### config.mk
export PLATFORM = sky130hd
export DESIGN_NAME = accumulate_stage_16bit_flat
export DESIGN_NICKNAME = d
export VERILOG_FILES = /design/src/rtl/accumulate_stage_16bit_if.sv /design/src/rtl/accumulate_stage_16bit.sv /design/src/flat_wrapper.sv
export SDC_FILE = /design/constraint.sdc
export NUM_CORES = 1
export LEC_CHECK = 0
export CORE_UTILIZATION = 34
export CTS_CLUSTER_SIZE = 16
export DETAILED_ROUTE_END_ITERATION = 7
export PLACE_DENSITY = 0.68
export SLEW_MARGIN = 5
export SYNTH_ARGS = -nofsm -noshare
export SYNTH_HDL_FRONTEND = slang
export SYNTH_SLANG_ARGS = --single-unit
### constraint.sdc
create_clock -name clk -period 4.4 [get_ports clk]
set_clock_uncertainty 0.2 [all_clocks]
set_input_delay 1.32 -clock clk [delete_from_list [all_inputs] [get_ports clk]]
set_output_delay 1.32 -clock clk [all_outputs]
set_load 0.005 [all_outputs]
### src/rtl/accumulate_stage_16bit_if.sv
// ----------------------------------------------------------------------------
// accumulate_stage_16bit_if
//   Bundles the operand stream, the result stream and the loop to the
//   external ripple-carry adder for accumulate_stage_16bit.
//
//   Signals (direction seen from the accumulator, i.e. the slave modport):
//     in_valid / in_ready / in_data / frame_len   operand stream (in / out / in / in)
//     add_a / add_b / add_cin                     adder operands (out)
//     add_sum / add_cout                          adder combinational return (in)
//     out_valid / out_ready                       result stream handshake (out / in)
//     out_sum / out_carries                       frame result (out)
//
//   Modports:
//     slave  - the accumulator
//     master - the environment (operand source, result sink, adder)
// ----------------------------------------------------------------------------
interface accumulate_stage_16bit_if #(
  parameter int WIDTH   = 16,
  parameter int COUNT_W = 8
);
  logic               in_valid;
  logic               in_ready;
  logic [WIDTH-1:0]   in_data;
  logic [COUNT_W-1:0] frame_len;
  logic [WIDTH-1:0]   add_a;
  logic [WIDTH-1:0]   add_b;
  logic               add_cin;
  logic [WIDTH-1:0]   add_sum;
  logic               add_cout;
  logic               out_valid;
  logic               out_ready;
  logic [WIDTH-1:0]   out_sum;
  logic [COUNT_W-1:0] out_carries;

  modport slave (
    input  in_valid, in_data, frame_len, add_sum, add_cout, out_ready,
    output in_ready, add_a, add_b, add_cin, out_valid, out_sum, out_carries
  );

  modport master (
    output in_valid, in_data, frame_len, add_sum, add_cout, out_ready,
    input  in_ready, add_a, add_b, add_cin, out_valid, out_sum, out_carries
  );
endinterface

### src/rtl/accumulate_stage_16bit.sv
// ----------------------------------------------------------------------------
// accumulate_stage_16bit
//   Frame accumulator sitting downstream of a 16-bit ripple-carry adder.
//   The accumulator register feeds adder operand A, the incoming operand
//   feeds operand B, and the adder's sum/carry-out are registered on every
//   accepted operand. After frame_len operands (0 treated as 1) the frame
//   sum and the number of carry-out events are presented on the result
//   stream and held until out_ready.
//
//   Ports:
//     clk    rising-edge clock
//     rst_n  synchronous active-low reset; discards any partial frame
//     bus    accumulate_stage_16bit_if.slave (operand stream, adder loop,
//            result stream)
//
//   Build option:
//     ACC_SATURATE_EN  when defined, any carry-out during a frame pins the
//                      accumulator to all-ones for the rest of the frame
//                      (carry-outs are still counted). When undefined the
//                      sum wraps modulo 2^WIDTH.
// ----------------------------------------------------------------------------
module accumulate_stage_16bit #(
  parameter int WIDTH   = 16,
  parameter int COUNT_W = 8
) (
  input  logic                     clk,
  input  logic                     rst_n,
  accumulate_stage_16bit_if.slave  bus
);

  typedef enum logic [1:0] {
    IDLE  = 2'd0,
    ACCUM = 2'd1,
    DONE  = 2'd2
  } state_t;

  state_t             state;
  state_t             state_nxt;
  logic [WIDTH-1:0]   acc;
  logic [COUNT_W-1:0] carries;
  logic [COUNT_W-1:0] remaining;
  logic               accept;
  logic               in_ready;
  logic               out_valid;

`ifdef ACC_SATURATE_EN
  logic               sat_flag;

  // Once a carry-out has been seen in this frame the accumulator is pinned
  // to all-ones; the flag keeps it there even if a later add would not carry.
  function automatic logic [WIDTH-1:0] sat_acc(input logic [WIDTH-1:0] sum,
                                               input logic             cout,
                                               input logic             flag);
    return (cout || flag) ? {WIDTH{1'b1}} : sum;
  endfunction
`endif

  // Operands still expected after the first one; a zero length is a
  // one-operand frame.
  function automatic logic [COUNT_W-1:0] first_remaining(input logic [COUNT_W-1:0] len);
    return (len == '0) ? '0 : len - COUNT_W'(1);
  endfunction

  // Control: state register
  always_ff @(posedge clk) begin
    if (!rst_n) begin
      state <= IDLE;
    end else begin
      state <= state_nxt;
    end
  end

  // Control: next state and handshakes
  always_comb begin
    state_nxt = state;
    in_ready  = 1'b0;
    out_valid = 1'b0;
    accept    = 1'b0;
    case (state)
      IDLE: begin
        in_ready = rst_n;
        accept   = bus.in_valid && rst_n;
        if (accept) begin
          state_nxt = (first_remaining(bus.frame_len) == '0) ? DONE : ACCUM;
        end
      end
      ACCUM: begin
        in_ready = rst_n;
        accept   = bus.in_valid && rst_n;
        if (accept && (remaining == COUNT_W'(1))) begin
          state_nxt = DONE;
        end
      end
      DONE: begin
        out_valid = 1'b1;
        if (bus.out_ready) begin
          state_nxt = IDLE;
        end
      end
      default: begin
        state_nxt = IDLE;
      end
    endcase
  end

  // Datapath: accumulator, carry count and remaining-operand counter.
  // These are reset as well because IDLE relies on acc=0 so that the first
  // operand passes through the adder unchanged.
  always_ff @(posedge clk) begin
    if (!rst_n) begin
      acc       <= '0;
      carries   <= '0;
      remaining <= '0;
`ifdef ACC_SATURATE_EN
      sat_flag  <= 1'b0;
`endif
    end else begin
      case (state)
        IDLE: begin
          if (accept) begin
            acc       <= bus.add_sum;
            remaining <= first_remaining(bus.frame_len);
          end
        end
        ACCUM: begin
          if (accept) begin
`ifdef ACC_SATURATE_EN
            acc      <= sat_acc(bus.add_sum, bus.add_cout, sat_flag);
            sat_flag <= sat_flag | bus.add_cout;
`else
            acc      <= bus.add_sum;
`endif
            carries   <= carries + COUNT_W'(bus.add_cout);
            remaining <= remaining - COUNT_W'(1);
          end
        end
        DONE: begin
          if (bus.out_ready) begin
            acc      <= '0;
            carries  <= '0;
`ifdef ACC_SATURATE_EN
            sat_flag <= 1'b0;
`endif
          end
        end
        default: begin
          acc     <= '0;
          carries <= '0;
        end
      endcase
    end
  end

  // Outputs: adder loop and result stream. Results read as zero outside DONE.
  assign bus.add_a       = acc;
  assign bus.add_b       = bus.in_data;
  assign bus.add_cin     = 1'b0;
  assign bus.in_ready    = in_ready;
  assign bus.out_valid   = out_valid;
  assign bus.out_sum     = out_valid ? acc : '0;
  assign bus.out_carries = out_valid ? carries : '0;

endmodule

### src/flat_wrapper.sv
// flat-port wrapper written by rule: the top's interface ports become plain ports
module accumulate_stage_16bit_flat 
#(
  parameter int WIDTH   = 16,
  parameter int COUNT_W = 8
)
  (clk, rst_n, bus_in_valid, bus_in_data, bus_frame_len, bus_add_sum, bus_add_cout, bus_out_ready, bus_in_ready, bus_add_a, bus_add_b, bus_add_cin, bus_out_valid, bus_out_sum, bus_out_carries);
  accumulate_stage_16bit_if #(.WIDTH(WIDTH), .COUNT_W(COUNT_W)) bus_i ();
  input  logic clk;
  input  logic rst_n;
  input wire logic [$bits(bus_i.in_valid)-1:0] bus_in_valid;
  input wire logic [$bits(bus_i.in_data)-1:0] bus_in_data;
  input wire logic [$bits(bus_i.frame_len)-1:0] bus_frame_len;
  input wire logic [$bits(bus_i.add_sum)-1:0] bus_add_sum;
  input wire logic [$bits(bus_i.add_cout)-1:0] bus_add_cout;
  input wire logic [$bits(bus_i.out_ready)-1:0] bus_out_ready;
  output wire logic [$bits(bus_i.in_ready)-1:0] bus_in_ready;
  output wire logic [$bits(bus_i.add_a)-1:0] bus_add_a;
  output wire logic [$bits(bus_i.add_b)-1:0] bus_add_b;
  output wire logic [$bits(bus_i.add_cin)-1:0] bus_add_cin;
  output wire logic [$bits(bus_i.out_valid)-1:0] bus_out_valid;
  output wire logic [$bits(bus_i.out_sum)-1:0] bus_out_sum;
  output wire logic [$bits(bus_i.out_carries)-1:0] bus_out_carries;
  assign bus_i.in_valid = bus_in_valid;
  assign bus_i.in_data = bus_in_data;
  assign bus_i.frame_len = bus_frame_len;
  assign bus_i.add_sum = bus_add_sum;
  assign bus_i.add_cout = bus_add_cout;
  assign bus_i.out_ready = bus_out_ready;
  assign bus_in_ready = bus_i.in_ready;
  assign bus_add_a = bus_i.add_a;
  assign bus_add_b = bus_i.add_b;
  assign bus_add_cin = bus_i.add_cin;
  assign bus_out_valid = bus_i.out_valid;
  assign bus_out_sum = bus_i.out_sum;
  assign bus_out_carries = bus_i.out_carries;
  accumulate_stage_16bit #(.WIDTH(WIDTH), .COUNT_W(COUNT_W)) u_core (.clk(clk), .rst_n(rst_n), .bus(bus_i));
endmodule
# Word-level counts from Yosys, hierarchy flattened
# Cells that the tools add are included.
[classes]
order_cmp = 0
shifts = 0
n_eq_ne = 9
n_mul = 0
muxes = 20
bitwise_logic = 1
n_reduce_logical = 11
div = 0
addsub = 3
[ops]
columns = ["op", "n"]
rows = [
  ["$mux 16", 3],
  ["$mux 8", 6],
  ["$pmux 16 s2", 1],
  ["$pmux 8 s3", 1],
  ["$logic_not 8->1", 2],
  ["$pmux 8 s2", 1],
  ["$sub 8x1->8 const B", 2],
  ["$ne 2x1->1 const B", 5],
  ["$reduce_and 3->1", 3],
  ["$add 8x1->8", 1],
  ["$eq 8x1->1 const B", 1],
  ["$mux 2", 4],
  ["$pmux 2 s3", 1],
  ["$mux 1", 3],
  ["$eq 2x1->1 const B", 1],
  ["$eq 2x2->1 const B", 1],
  ["$logic_and 1x1->1", 2],
  ["$logic_not 2->1", 1],
  ["$ne 2x2->1 const B", 1],
  ["$reduce_and 2->1", 1],
  ["$reduce_bool 2->1", 1],
  ["$reduce_or 2->1", 1],
  ["$not 1->1", 1],
]
[word_totals]
n_memories = 0
rom_bits = 0
latchBits = 0
mem_bits_rw = 0
in_bits = 45
out_inout_bits = 59
elab_cells = 48
ff_bits = 34

# Depth between registers and ports, before layout
[logic_depth]
word_depth = 6
depth_mapped = 7
mapped_depth_nobuf = 7

# Worst setup path after synthesis
# OpenSTA, ideal clock, no wires.
[synth_timing]
kind = "input to output"
start = "in rst_n"
end = "out bus_in_ready"
arrival_ps = 1494
cell_stages = 1
t_required_ps = 2880
slack_ps = 1386
n_path_buf = 0
path_cell_list = "nor2b_1"
[synth_between]
elab_chain_len = 1
[synth_rtl]
columns = ["item", "line", "rtl"]
rows = [
  ["start, declared", "flat_wrapper.sv:10", "input logic rst_n;"],
  ["$mux 1", "accumulate_stage_16bit.sv:79", "case (state)"],
  ["end, declared", "flat_wrapper.sv:17", "output wire logic [$bits(bus_i.in_ready)-1:0] bus_in_ready;"],
]
# No other way between the ends.

# Worst setup path after layout
# Same ends and word-level chain as after synthesis.

==> results by group <==
Setup path
  – RR Endpoint: u_core.carries[6]$_SDFFE_PN0P_
  – Flop-to-flop setup slack: 2290 ps
  – Maximum net fanout on the critical path: 3
  – Critical register-to-register path startpoint: u_core.state[1]$_SDFFE_PN0P_
  – Worst Setup End Kind: primary output
  – Critical path required time: 2880 ps
  – Critical path class: input port to primary output
  – Data arrival, critical path: 2520 ps
  – Type of origin of the critical path: input port
  – Worst R2R Path Depth: 6

Run
  – Max-cap check violation count: 0

Clock network
  – Post CTS Setup Buffer Count: 0
  – Buffer levels on the longest clock path: 2
  – Count of hold buffers inserted by post-cts repair: 0
  – Cell chosen for the clock root: clkbuf_8
  – Clock tree from TritonCTS: yes
  – Clock latency on the worst-skew pair: 290 ps
  – Cells resized by post-CTS repair: 0
  – Clock-pin slew on the worst setup and hold paths: 70 ps
  – Number of buffers created by CTS: 5
  – CTS sink cnt: 34
  – H-tree depth reported by CTS: 2

Timing
  – Final number of setup-violating endpoints: 0
  – Pins over their slew limit: 0
  – Post-route setup TNS: 0 ps
  – Worst slew margin relative to its limit: 44.92%
  – Final Hold Vio Count: 0
  – Worst hold margin: 266.3 ps
  – RSZ-0062 raised after global routing: no
  – Transition time at the pin with the least slew margin: 825.3 ps
  – Post-route clock period utilization: 91.78%
  – Achievable clock frequency: 247.6 MHz
  – Final period demand of the worst path: 4038 ps

Cells and area
  – Final-layout fill cell count: 611
  – Most frequent cells in the layout: clkdlybuf4s50_1 (70), nand2_1 (34), dfxtp_1 (34)
  – Ratio of cells with drive above 1 in the final layout: 6.790%
  – Synthesis-to-finish area growth: 36.76%
  – Diodes inserted: 0
  – Final #Nets: 373
  – Most common cell after layout, fill and taps aside: clkdlybuf4s50_1
  – Non-filler cells, final: 399
  – Final cell utilization of the core: 48.30%

Floorplan
  – Die height: 80.65 um
  – Core footprint: 5956 sq um
  – Die area: 6504 sq um
  – Chip width: 80.65 um
  – Starting density of the core: 35.32%
  – Count of pins on the block boundary: 104
  – Number of core rows: 28

Synth
  – Simple-gate share of the synthesized area: 35.46%
  – Top-area cell type share of the netlist area: 32.36%
  – Most area-hungry cell type in the Yosys netlist: dfxtp_1
  – Mapped Avg Cell Area: 7.819 sq um
  – Register area share after synthesis: 32.36%
  – Synth warn: 0
  – Flip-flop and latch count after synthesis: 34
  – Number of instances in the synthesized netlist: 269
  – Net count after synthesis: 319
  – Distinct cells, synth: 44
  – Post-Synthesis Cell Area: 2103 sq um
  – Combinational family with the most area after synthesis: simple AND/OR/NAND/NOR gates
  – Synthesized-area fraction occupied by ao, oa, aoi and oai cells: 15.94%
  – Post-synthesis adder-cell area fraction: 2.974%
  – Xor and xnor area share after synthesis: 2.499%
  – Share of synthesized area spent on multiplexers: 0.9518%
  – Biggest area contributors in the synthesized netlist: dfxtp_1 (32%), and2_1 (8.0%), a21oi_1 (6.4%), buf_4 (6.1%), nand2_1 (6.1%)

Placed design
  – Gpl congestion: 0.8421
  – DPL Wire Length: 3680 um
  – Port-buffer cells: 70
  – Number of placed cells counting well taps: 391

Drt
  – Vias/cell: 4.965
  – Detailed router's first-iteration violation count: 107
  – Number of iterations in the first detailed-routing pass: 4
  – Routed len/inst: 12.82 um
  – Drt drc: 0
  – Wire length after detailed routing: 5117 um
  – Count of antenna-violating nets left after detailed routing: 0
  – Number of vias in the routed layout: 1,981

Worst hold path
  – Number of cells traversed by the worst hold path: 2
  – Kind of path behind the tightest hold check: flip-flop to flip-flop
  – Min-Delay Startpoint: u_core.bus.add_a[3]$_SDFFE_PN0P_
  – Capture endpoint of the worst hold path: u_core.bus.add_a[3]$_SDFFE_PN0P_

Pwr
  – Total power: 740.6 uW
  – Worst-case vdd ir drop: 0.1842 mV
  – P_leak: 1.038 nW
  – Power density normalized to cell area: 257.5 nW/um^2

GRT
  – Wire length of the first global-routing pass: 8383 um
  – Gr ovfl total: 0
  – Via count of the first global-routing pass: 1,866
  – Largest net degree at the start of global routing: 25
  – Overall track demand over capacity in global routing: 16.58%
  – Initial antenna violation count: 0

Outcome
  – Run status: finished clean
==> through the flow <==
step	setup slack (ps)	instance area, sq um
4_1_cts	345.9	2877
3_5_place_dp	354.6	2766
6_report	361.9	2877
5_1_grt	274.7	2877
2_1_floorplan	1386	2103
3_3_place_gp	400.1	2766
==> cell type report <==
type	count	area (sq um)	share of cell area (%)
multi-input combinational	199	1220	42.41
timing repair buffer	76	745.7	25.92
sequential	34	680.7	23.66
clock buffer	8	110.1	3.828
tap	75	93.84	3.262
inverter	7	26.28	0.9134
==> worst max path at each step <==
stage	startpoint	to	cells after the start
global route	rst_n	bus_in_ready	3
CTS	rst_n	bus_in_ready	3
floorplan	rst_n	bus_in_ready	1
global placement	rst_n	bus_in_ready	3
finish	rst_n	bus_in_ready	3
detailed placement	rst_n	bus_in_ready	3
==> routing by layer <==
metal	wire [um]	GRT usage, %	part of all wire, %
met5	0	0	0
met4	54	5.000	1.1
met3	360	3.523	7.0
met2	2258	26.86	44
met1	2444	21.84	48
==> cells by family after synthesis <==
family / after synthesis
compound gates: 57
xor+xnor: 6
fa+ha+maj: 5
buf+inv: 36
flops: 34
mux: 2
other cells: 1
simple gates: 128
==> synthesized netlist by cell type (all sizes together) <==
cell type and count:
nand3 6, nor2b 4, nand2b 3, inv 7, a211o 1, a32oi 2, a21o 3, conb 1
a31oi 1, nor4 4, nor4b 1, a21oi 27, nor3b 2, buf 20, and4 1, and3 2
clkbuf 9, and4b 1, a211oi 2, o311ai 1, nand2 35, xor2 4, nand3b 18, xnor2 2
nand4 2, nor3 5, and2 27, or3 2, mux2i 2, or4 1, a22o 1, dfxtp 34
o2111a 1, nor2 14, o31ai 2, ha 5, o21ai 16
==> sequential cells by signal, summed over array words and instances, names as in the netlist <==
name	count
u_core.state	2
u_core.bus.add_a	16
u_core.remaining	8
u_core.carries	8
==> worst max-delay path: stages <==
cell             delay (ps)
clkdlybuf4s50_1         480
nor2b_1                 200
clkdlybuf4s50_1         530
==> report_power, final <==
part           leakage (nW)  switching (mW)  internal (mW)
registers             0.278          0.0143          0.323
clock network        0.0575           0.114          0.158
logic                 0.703          0.0636         0.0681
total                  1.04           0.192          0.549
Power figures use the tool's default switching activity.
